[src/rtl/fpu_issue_arbiter.sv]
// Round-robin issue of EX-stage and matmul-sequencer ops onto one shared
// multi-cycle FPU, with a done watchdog and a one-hot response pulse.
module fpu_issue_arbiter #(
   parameter int XLEN    = 32,
   parameter int CTRL_W  = 3,
   parameter int TAG_W   = 5,
   parameter int TIMEOUT = 64
) (
   input  logic              clk,
   input  logic              reset,
   input  logic              req0_valid,
   output logic              req0_ready,
   input  logic [CTRL_W-1:0] req0_ctrl,
   input  logic [XLEN-1:0]   req0_a,
   input  logic [XLEN-1:0]   req0_b,
   input  logic [TAG_W-1:0]  req0_tag,
   input  logic              req1_valid,
   output logic              req1_ready,
   input  logic [CTRL_W-1:0] req1_ctrl,
   input  logic [XLEN-1:0]   req1_a,
   input  logic [XLEN-1:0]   req1_b,
   input  logic [TAG_W-1:0]  req1_tag,
   output logic              fpu_start,
   output logic [CTRL_W-1:0] fpu_ctrl,
   output logic [XLEN-1:0]   fpu_a,
   output logic [XLEN-1:0]   fpu_b,
   input  logic              fpu_done,
   input  logic [XLEN-1:0]   fpu_result,
   input  logic [4:0]        fpu_flags,
   output logic [1:0]        rsp_valid,
   output logic [XLEN-1:0]   rsp_result,
   output logic [4:0]        rsp_flags,
   output logic [TAG_W-1:0]  rsp_tag,
   output logic              rsp_timeout,
   output logic              busy
);

   localparam int CNT_W = $clog2(TIMEOUT);
   localparam logic [CNT_W-1:0] CNT_LAST = CNT_W'(TIMEOUT - 1);
   localparam logic [XLEN-1:0]  QNAN     = XLEN'(32'h7FC0_0000);
   localparam logic [4:0]       NV_FLAG  = 5'b10000;

   typedef enum logic [1:0] {IDLE, ISSUE, WAIT, RESP} state_t;

   state_t             state;
   logic               last_grant;
   logic               grant_q;
   logic [CNT_W-1:0]   cnt;
   logic [TAG_W-1:0]   tag_q;
   logic               any_v;
   logic               pick;
   logic               accept;

   // Round-robin pick; a tie goes to the port that did not win last time.
   always_comb begin
      any_v      = req0_valid | req1_valid;
      pick       = (req0_valid & req1_valid) ? ~last_grant : req1_valid;
      accept     = (state == IDLE) & any_v;
      req0_ready = accept & ~pick;
      req1_ready = accept & pick;
   end

   // Issue sequencer: latch, start pulse, watchdog wait, one-cycle response.
   always_ff @(posedge clk or negedge reset) begin
      if (!reset) begin
         state       <= IDLE;
         last_grant  <= 1'b1;
         grant_q     <= 1'b0;
         cnt         <= '0;
         tag_q       <= '0;
         fpu_start   <= 1'b0;
         fpu_ctrl    <= '0;
         fpu_a       <= '0;
         fpu_b       <= '0;
         rsp_valid   <= '0;
         rsp_result  <= '0;
         rsp_flags   <= '0;
         rsp_tag     <= '0;
         rsp_timeout <= 1'b0;
         busy        <= 1'b0;
      end else begin
         fpu_start   <= 1'b0;
         rsp_valid   <= '0;
         rsp_timeout <= 1'b0;
         unique case (state)
            IDLE: begin
               if (accept) begin
                  fpu_ctrl   <= pick ? req1_ctrl : req0_ctrl;
                  fpu_a      <= pick ? req1_a : req0_a;
                  fpu_b      <= pick ? req1_b : req0_b;
                  tag_q      <= pick ? req1_tag : req0_tag;
                  grant_q    <= pick;
                  last_grant <= pick;
                  fpu_start  <= 1'b1;
                  busy       <= 1'b1;
                  state      <= ISSUE;
               end
            end
            ISSUE: begin
               cnt   <= '0;
               state <= WAIT;
            end
            WAIT: begin
               if (fpu_done) begin
                  rsp_result <= fpu_result;
                  rsp_flags  <= fpu_flags;
                  rsp_tag    <= tag_q;
                  rsp_valid  <= grant_q ? 2'b10 : 2'b01;
                  state      <= RESP;
               end else if (cnt == CNT_LAST) begin
                  rsp_result  <= QNAN;
                  rsp_flags   <= NV_FLAG;
                  rsp_tag     <= tag_q;
                  rsp_timeout <= 1'b1;
                  rsp_valid   <= grant_q ? 2'b10 : 2'b01;
                  state       <= RESP;
               end else begin
                  cnt <= cnt + 1'b1;
               end
            end
            RESP: begin
               busy  <= 1'b0;
               state <= IDLE;
            end
         endcase
      end
   end

endmodule

[config.mk]
export PLATFORM = sky130hd
export DESIGN_NAME = fpu_issue_arbiter
export DESIGN_NICKNAME = d
export VERILOG_FILES = /design/src/rtl/fpu_issue_arbiter.sv
export SDC_FILE = /design/constraint.sdc
export NUM_CORES = 1
export LEC_CHECK = 0
export ABC_AREA = 1
export CORE_MARGIN = 2
export CORE_UTILIZATION = 39
export CTS_CLUSTER_SIZE = 40
export DETAILED_ROUTE_END_ITERATION = 10
export HOLD_SLACK_MARGIN = 0.1
export PLACE_DENSITY_LB_ADDON = 0.3
export SETUP_SLACK_MARGIN = 0.2
export SLEW_MARGIN = 25
export SYNTH_ARGS = -nofsm -noshare
export SYNTH_HDL_FRONTEND = slang
export SYNTH_SLANG_ARGS = --single-unit
export TNS_END_PERCENT = 100
[constraint.sdc]
create_clock -name clk -period 2.05 [get_ports clk]
set_clock_uncertainty 0.2 [all_clocks]
set_input_delay 0.205 -clock clk [delete_from_list [all_inputs] [get_ports clk]]
set_output_delay 0.205 -clock clk [all_outputs]
set_load 0.005 [all_outputs]
**After elaboration in Yosys (flattened, before gate mapping)**

Cells that the tools add are included.
W data, S select, Z words.

- Input port bits: 186
- Output and inout bits: 116
- Bits in registers: 129
- Word-level logic and storage cells: 69

- Add/sub/neg operators: 1
- Bitwise operators: 7
- Reduce and logical (&&, ||, !) cells: 9
- Eq/ne operators: 8
- Mux-type cells: 29

Operators with widths:

| cell | number |
|---|---|
| $mux W32 | 4 |
| $mux W5 | 5 |
| $mux W2 | 7 |
| $mux W6 | 2 |
| $pmux W6 S2 | 1 |
| $pmux W2 S4 | 1 |
| $reduce_and A2 Y1 | 4 |
| $mux W1 | 7 |
| $add A6 B1 Y6 const B | 1 |
| $eq A6 B6 Y1 const B | 1 |
| $ne A2 B2 Y1 const B | 3 |
| $reduce_bool A2 Y1 | 3 |
| $and A1 B1 Y1 | 4 |
| $eq A2 B2 Y1 const B | 2 |
| $mux W3 | 1 |
| $ne A3 B3 Y1 const B | 1 |
| $reduce_and A3 Y1 | 1 |
| $eq A2 B1 Y1 const B | 1 |
| $logic_not A2 Y1 | 1 |
| $not A1 Y1 | 2 |
| $pmux W1 S2 | 1 |
| $or A1 B1 Y1 | 1 |

**Longest topological paths before layout**

Gate-level depths: netlist of the first run.

- Depth after elaboration: 4
- Mapped depth: 8
- Mapped depth without buffers: 7

**Worst setup path before layout of the first run**

No wires, ideal clock.

- Path type: register to register
- Start: register state[0]
- End: register rsp_result[10]
- Slack: 386 ps
- Cell stages (with the launch flop): 8
- Required time: 1,734 ps
- Path buffers: 1
- Library setup time: 116 ps
- Data arrival time: 1,348 ps
- Period minus slack after synthesis: 1,664 ps
- Cell sequence: dfrtp_1 inv_1 ha_1 nand2_1 clkinv_1 buf_4 nand2_1 nand2_1

- Cells in the longest elaborated chain, start to end: 2

RTL lines:

| item | line | text |
|---|---|---|
| from (decl) | 45 | `state_t state;` |
| from (signal assigned) | 66 | `state <= IDLE;` |
| from (signal assigned) | 96 | `state <= ISSUE;` |
| from (signal assigned) | 101 | `state <= WAIT;` |
| $eq A2 B2 Y1 | 85 | `unique case (state)` |
| $reduce_and A2 Y1 (no source line) | - |  |
| to (signal assigned) | 105 | `rsp_result <= fpu_result;` |
| to (decl) | 31 | `output logic [XLEN-1:0] rsp_result,` |

No other way between the ends.
A chain may end at the register's enable or synchronous reset.

**Final worst setup path of the first run**

- Start: register last_grant
- End: output port req1_ready

- Cells in the longest elaborated chain, start to end: 3

RTL lines:

| item | line | text |
|---|---|---|
| from (decl) | 46 | `logic last_grant;` |
| from (signal assigned) | 93 | `last_grant <= pick;` |
| $not A1 Y1 | 57 | `pick = (req0_valid & req1_valid) ? ~last_grant : req1_valid;` |
| $mux W1 | 57 |  |
| $and A1 B1 Y1 | 60 | `req1_ready = accept & pick;` |
| to (decl) | 18 | `output logic req1_ready,` |

No other way between the ends.

==> results of run 1 <==
cells by family (layout without fill, tap and decap cells):
group           count (synthesis)  after routing  share of synthesized area, %
buf+inv                        44            374                          4.31
compound gates                  6              6                         0.872
xor+xnor                        1              1                         0.156
simple gates                  483            484                          35.6
fa+ha+maj                       6              6                          1.34
flops                         129            129                          57.7
sequential cells by signal (all words and copies together), names as in the netlist:
register     cells
rsp_tag          5
fpu_ctrl         3
fpu_start        1
state            2
rsp_timeout      1
last_grant       1
fpu_a           32
busy             1
grant_q          1
tag_q            5
cnt              6
rsp_valid        2
rsp_result      32
rsp_flags        5
fpu_b           32
power by group:
group          internal [uW]  switching, uW  total (uW)  leakage [uW]
sequential              3730            663        4390       0.00161
clock                   2120           1100        3220      0.000310
combinational           3230           2440        5670       0.00259
path summary, 6_finish.rpt:
kind / start / to / slack (ns) / cells past startpoint
hold / removal: reset / cnt[4] / 0.11 / 2
max in group asynchronous: reset / cnt[3] / 0.93 / 3
hold reg to reg: grant_q / rsp_valid[0] / 0.24 / 1
setup / recovery: last_grant / req1_ready / 0.26 / 5
setup reg to reg: cnt[0] / rsp_result[11] / 0.29 / 6
min in group clk: fpu_result[5] / rsp_result[5] / 0.13 / 3
metal layers:
layer  track usage (%)  vias to the layer above
met5                 0                        -
met4              9.66                        0
met3              10.6                       35
met2              41.2                      220
met1              26.7                     2611
li1                  -                     2730
synth_stat cells (2+ instances only):
master / count / share of area [%]
nand3_1: 83 / 7.4
buf_4: 4 / 0.54
nand2_1: 373 / 25
inv_1: 12 / 0.80
dfrtp_1: 128 / 57
nor2_2: 3 / 0.34
nand2_4: 2 / 0.40
nor2_1: 6 / 0.40
nand4_1: 2 / 0.22
ha_1: 6 / 1.3
buf_2: 19 / 1.7
clkbuf_1: 3 / 0.20
o21bai_2: 2 / 0.40
or2_2: 11 / 1.2
buf_6: 5 / 1.0
o21ai_0: 2 / 0.18
repair_timing:
item | CTS | global route
endpoints found under the hold margin | 129 | 0
resized for setup | 16 | 7
endpoints found under the setup margin | 62 | 61
hold buffers | 1 | 0
cloned | 0 | 2
pin swaps | 2 | 4
setup buffers | 7 | 1
layout make-up:
class                   instances  area, um^2
fillers                      1130        4230
repair buffers                329        3360
flip-flops and latches        129        3230
multi-input cells             497        2210
clock buffers                  22         474
well taps                     180         225
clock inverters                10         156
inverters                      13        48.8
cell usage in the layout (no fill, tap or decap), drive strengths merged, types with 6 or more instances in the layout:
cell and n:
buf 29, clkbuf 23, clkdlybuf4s50 298, clkinv 6, dfrtp 128, ha 6, inv 12, nand2 377
nand3 84, nor2 10, or2 11
per-stage QoR:
step                setup WS [ns]  instance area (um^2)
finish                      0.263                  9700
global route                0.176                  9700
CTS                         0.212                  9620
detailed placement        0.00191                  8910
global placement           0.0306                  8910
floorplan                   0.386                  5600
==> results_dict.tcl, run 1 <==
set metrics [dict create \
    critPathCaptureType "primary output" \
    worstMarginPinSlew_ns 0.462 \
    viasPerCell 4.74 \
    period_minus_slack_ns 1.79 \
    p_total_uw 13300 \
    wl_met3_mm 1.92 \
    ir_drop_v 0.000669 \
    path_clk_slew_ns 0.05 \
    ant_nets 0 \
    finalMaxSlewViolations 0 \
    post_drt_wl_per_cell_um 16.0 \
    cts_buffer_depth 2 \
    cts_buffers 17 \
    cts_sinks 129 \
    start_kind "register" \
    status "complete, no violations" \
    finalNetCount 1179 \
    drt_iter0_markers 242 \
    syn-num-nets 861 \
    power_density_mw_per_mm2 1370 \
    path_max_fanout 3 \
    dpl.hpwl_mm 13.4 \
    synthesis.area_mm2 0.00560 \
    drtPass1Iterations 4 \
    avgSynthCellArea_um2 8.37 \
    slew_headroom_pct 69.2 \
    tns_ns 0 \
    n_antenna_cell 0 \
    dieArea_mm2 0.0153 \
    min_period_over_period_pct 87.2 \
    async_reset_ff_share_pct 100 \
    coreArea_mm2 0.0139 \
    synth_edf_count 0 \
    num_io_pins 302 \
    drive_gt1_share_pct 9.20 \
    cts_tree "done" \
    setup-violations-final 0 \
    drt-met1-wl_mm 7.02 \
    ys_seq_area_share_pct 57.7 \
    whs_ns 0.108 \
    vias 5596 \
    highest_layer "met4" \
    antenna_found_initial 1 \
    synthCells 669 \
    utilization_pct 69.6 \
    routabilityCongestion 0.860 \
    drc 0 \
    synthToLayoutAreaGrowth_pct 73.3 \
    fmax_ghz 0.560 \
    synth_seq_cells 129 \
    die_w_um 124 \
    die_y_um 124 \
    cp.arrival_ns 1.38 \
    hp-class "input port to async pin" \
    clock_latency_ns 0.42 \
    cp_top_family "flip-flops" \
    grt_max_degree 59 \
    worstSetupPathType "register to primary output" \
    io_buffers 301 \
    hold_violations 0 \
    grt_pass1_vias 5544 \
    synth.distinct_cells 24 \
    rows 43 \
    start_util_pct 40.2 \
    finalWirelength_mm 18.9 \
    cts-root-buf "clkbuf_16" \
    synth-main-ff-cell "dfrtp_1" \
    stdcell_count 1180 \
    dp.cells 1137 \
    ys_warn_count 0 \
    critPathMaxStageDelay_ns 0.54 \
    track_usage_pct 24.2 \
    power_leakage_uw 0.00450 \
    crit_chain "nand2_1 -> nand2_2 -> buf_4 -> nor2_4 -> buf_2" \
    cp_data_required_time_ns 1.64 \
    htreeDepth 4 \
    critPathBufInv 2 \
    grt_first_pass_wirelength_mm 28.0 \
    cpMaxStageDelayCell "dfstp_2" \
    rsz0062_at_grt "yes" \
    cap_viol_max_count 0 \
    wl_met2_mm 9.47 \
    overflow 0 \
]
Power figures use the tool's default switching activity.
==> run 2, diff against run 1 <==
- CELL_PAD_IN_SITES_DETAIL_PLACEMENT: not set -> 0
- CELL_PAD_IN_SITES_GLOBAL_PLACEMENT: not set -> 1
- CORE_ASPECT_RATIO: not set -> 1.4
- CORE_UTILIZATION: 39 -> 27
- PLACE_DENSITY_LB_ADDON: 0.3 -> 0.05
==> results_dict.tcl, run 2 (synthesized netlist as in run 1, its figures left out) <==
set metrics [dict create \
    cts-root-buf "clkbuf_16" \
    antenna_found_initial 0 \
    period_minus_slack_ns 1.80 \
    synthToLayoutAreaGrowth_pct 74.7 \
    setup-violations-final 0 \
    critPathCaptureType "primary output" \
    htreeDepth 4 \
    io_buffers 301 \
    top_regs "fpu_a: 32 flops, fpu_b: 32 flops, rsp_result: 32 flops" \
    ant_nets 0 \
    layout_common_cells "nand2_1, clkdlybuf4s50_1, dfrtp_1" \
    crit_path_end "req0_ready" \
    min_period_over_period_pct 87.6 \
    grt_max_degree 73 \
    rsz0062_at_grt "yes" \
    drt_iter0_markers 190 \
    num_io_pins 302 \
    n_antenna_cell 0 \
    worstMarginPinSlew_ns 0.517 \
    dieArea_mm2 0.0219 \
    worstSetupPathType "register to primary output" \
    die_w_um 126 \
    post_drt_wl_per_cell_um 16.4 \
    vias 5560 \
    cp_data_required_time_ns 1.64 \
    cts_buffer_depth 2 \
    cts_tree "done" \
    stdcell_count 1256 \
    cts_sinks 129 \
    r2r_setup_slack_ns 0.27 \
    whs_ns 0.131 \
    finalNetCount 1179 \
    drtPass1Iterations 4 \
    ir_drop_v 0.000584 \
    start_util_pct 27.4 \
    start_kind "register" \
    finalMaxSlewViolations 0 \
    rows 62 \
    power_leakage_uw 0.00448 \
    path_clk_slew_ns 0.06 \
    finalWirelength_mm 20.6 \
    r2r-start "last_grant" \
    routabilityCongestion 0.783 \
    dp.cells 1211 \
    power_density_mw_per_mm2 1340 \
    cp.arrival_ns 1.39 \
    multi_input_area_mm2 0.00221 \
    crit_chain "nand2_1 -> nand2_2 -> inv_2 -> nor2_4 -> buf_6" \
    crit_start "last_grant" \
    layout_commonest_cell "nand2_1" \
    cap_viol_max_count 0 \
    coreArea_mm2 0.0204 \
    r2r-end "fpu_b[1]" \
    cpMaxStageDelayCell "dfstp_2" \
    grt_pass1_vias 5886 \
    critPathMaxStageDelay_ns 0.54 \
    num-fill-cells 1949 \
    track_usage_pct 18.0 \
    dpl.hpwl_mm 13.9 \
    tns_ns 0 \
    grt_first_pass_wirelength_mm 31.1 \
    cts_buffers 17 \
    fmax_ghz 0.557 \
    status "complete, no violations" \
    viasPerCell 4.43 \
    drc 0 \
    overflow 0 \
    reg2reg_depth 9 \
    slew_headroom_pct 65.6 \
    regArea_mm2 0.00323 \
    drive_gt1_share_pct 9.20 \
    clock_latency_ns 0.41 \
    path_max_fanout 2 \
    hp-class "input port to register" \
    die_y_um 174 \
    hold_violations 0 \
]
-- run 2: how the worst min path moves through the flow --
stage	start	endpoint	slack (ns)	cells past startpoint
6_report	fpu_result[2]	rsp_result[2]	0.13	3
3_5_place_dp	reset	rsp_result[29]	-0.04	1
4_1_cts	fpu_result[2]	rsp_result[2]	0.11	3
3_3_place_gp	reset	rsp_result[27]	-0.04	1
5_1_grt	fpu_result[6]	rsp_result[6]	0.13	3
2_1_floorplan	reset	busy	-0.29	0
-- run 2: what timing repair did --
item                                    4_1_cts  5_1_grt
endpoints found under the setup margin      118      125
buffers inserted                              1        4
pin swaps                                     3        6
gates resized for setup                      13       14
gates cloned                                  0        6
hold buffers                                  2        0
hold endpoints to repair                    129        0
-- run 2: through the flow --
step / area, um^2 / total power (uW) / worst slack, ns / utilization [%]
2_1_floorplan: 5600 / 6500 / 0.386 / -
5_1_grt: 9780 / 14100 / 0.155 / 47.9
4_1_cts: 9580 / 13100 / 0.0949 / 47.0
3_3_place_gp: 8930 / 9720 / -0.137 / 43.8
3_5_place_dp: 8930 / 9830 / -0.148 / 43.8
6_report: 9780 / 13100 / 0.254 / 47.9
-- run 2: cell type report --
type / count / area share (%)
inverter: 13 / 0.499
clock inverter: 13 / 1.64
multi-input combinational: 497 / 22.6
sequential: 129 / 33.0
timing repair buffer: 329 / 34.5
tap: 256 / 3.27
clock buffer: 19 / 4.53
-- run 2: where the power goes --
part | internal [uW] | switching, uW | total (uW) | leakage, uW
Combinational | 3150 | 2500 | 5650 | 0.00258
Clock | 1950 | 1180 | 3120 | 0.000293
Sequential | 3720 | 642 | 4360 | 0.00161
Total | 8820 | 4310 | 13100 | 0.00448
-- run 2: worst max-delay path, delay by kind of cell (launching register included) --
kind	cells	cell delay, ns
and+or+nand+nor	3	0.27
DFF	1	0.54
buffers and inverters	2	0.17
-- run 2: per-layer routing --
metal | wire (um) | vias to the layer above | GRT usage (%) | part of all wire [%]
met2 | 10500 | 219 | 31.7 | 51
met1 | 7900 | 2590 | 20.1 | 38
li1 | - | 2727 | - | -
met4 | 361 | 0 | 6.16 | 1.8
met3 | 1770 | 24 | 6.43 | 8.6
met5 | 0 | - | 0 | 0
==> run 3, diff against run 2 <==
- ABC_CLOCK_PERIOD_IN_PS: not set -> 2050
- CORE_ASPECT_RATIO: 1.4 -> not set
==> results_dict.tcl, run 3 (synthesized netlist as in run 1, its figures left out) <==
set metrics [dict create \
    clock_latency_ns 0.42 \
    path_max_fanout 2 \
    rows 52 \
    layout_common_cells "nand2_1, clkdlybuf4s50_1, dfrtp_1" \
    cts-root-buf "clkbuf_16" \
    critPathCaptureType "primary output" \
    die_w_um 148 \
    grt_first_pass_wirelength_mm 31.2 \
    cp_data_required_time_ns 1.64 \
    status "complete, no violations" \
    min_to "rsp_result[7]" \
    dpl.hpwl_mm 14.2 \
    path_clk_slew_ns 0.06 \
    htreeDepth 4 \
    worstMarginPinSlew_ns 0.450 \
    drt_iter0_markers 254 \
    ant_nets 0 \
    finalWirelength_mm 20.7 \
    r2r-start "state[0]" \
    antenna_found_initial 3 \
    ir_drop_v 0.000560 \
    fmax_ghz 0.536 \
    r2r_setup_slack_ns 0.23 \
    setup_slack_ns 0.186 \
    start_util_pct 27.6 \
    num_io_pins 302 \
    cp.arrival_ns 1.46 \
    top_regs "fpu_a: 32 flops, fpu_b: 32 flops, rsp_result: 32 flops" \
    hold_violations 0 \
    drive_gt1_share_pct 10.2 \
    track_usage_pct 18.5 \
    post_drt_wl_per_cell_um 16.2 \
    setup-violations-final 0 \
    cap_viol_max_count 0 \
    vias 5607 \
    power_density_mw_per_mm2 1330 \
    min_from "fpu_result[7]" \
    power_leakage_uw 0.00453 \
    start_kind "register" \
    drc 0 \
    die_y_um 148 \
    drtPass1Iterations 5 \
    dieArea_mm2 0.0219 \
    worstSetupPathType "register to primary output" \
    synthToLayoutAreaGrowth_pct 77.0 \
    io_buffers 301 \
    hold_path_depth 3 \
    coreArea_mm2 0.0203 \
    cts_tree "done" \
    finalNetCount 1187 \
    period_minus_slack_ns 1.86 \
    place_ws_ns 0.0137 \
    grt_max_degree 53 \
    hp-class "input port to register" \
    routabilityCongestion 0.821 \
    tns_ns 0 \
    viasPerCell 4.38 \
    reg2reg_depth 11 \
    min_period_over_period_pct 90.9 \
    cts_sinks 129 \
    layout_commonest_cell "nand2_1" \
    slew_headroom_pct 70.0 \
    cts_buffers 17 \
    finalMaxSlewViolations 0 \
    cts_buffer_depth 2 \
    rsz0062_at_grt "yes" \
    grt_pass1_vias 5791 \
    overflow 0 \
    r2r-end "fpu_a[22]" \
]
-- run 3: what timing repair did --
| item | CTS | global route |
|---|---|---|
| endpoints found under the hold margin | 128 | 0 |
| cloned | 2 | 3 |
| setup buffers | 9 | 2 |
| hold buffers | 2 | 0 |
| gates resized for setup | 21 | 16 |
| pin swaps | 2 | 3 |
| endpoints found under the setup margin | 107 | 94 |
-- run 3: where the power goes --
group | internal, uW | switching, uW | total [uW]
clock network | 1750 | 1150 | 2900
registers | 3720 | 650 | 4370
logic | 3370 | 2560 | 5920
total | 8840 | 4350 | 13200
-- run 3: metrics by stage --
stage,instances,utilization (%),hold WS [ns],area (um^2),total power [uW]
floorplan,669,-,-0.291,5600,6500
global placement,1228,44.4,-0.0286,9000,9770
detailed placement,1228,44.4,-0.0287,9000,9880
finish,1280,48.8,0.129,9910,13200
global route,1280,48.8,0.119,9910,14200
CTS,1272,48.1,0.112,9760,13100
-- run 3: worst max path at each step --
| stage | from | end | slack (ns) | cells past startpoint |
|---|---|---|---|---|
| floorplan | state[0] | rsp_result[10] | 0.39 | 7 |
| global placement | req0_valid | req0_ready | 0.03 | 6 |
| detailed placement | req0_valid | fpu_a[19] | 0.01 | 9 |
| CTS | state[0] | req1_ready | 0.16 | 6 |
| global route | state[0] | req1_ready | 0.10 | 6 |
| finish | state[0] | req1_ready | 0.19 | 6 |
-- run 3: worst max-delay path: stages (launching register included) --
cell	delay [ns]
dfrtp_1	0.39
inv_2	0.09
ha_4	0.15
o21ai_4	0.06
buf_6	0.13
nor2_4	0.11
buf_2	0.12
-- run 3: area by class of cell --
class	instances	area, um^2
Tap cell	270	338
Clock inverter	9	83.8
Sequential cell	129	3230
Multi-Input combinational cell	497	2230
Fill cell	1945	10400
Inverter	13	48.8
Antenna cell	3	7.51
Timing Repair Buffer	337	3490
Clock buffer	22	474
-- run 3: routing by layer --
layer  vias up  wire, um  GRT usage, %
met5         -         0             0
met4         0       716          7.76
met3        43      1680          7.19
met2       223     10100          30.3
met1      2595      8250          21.6
li1       2746         -             -
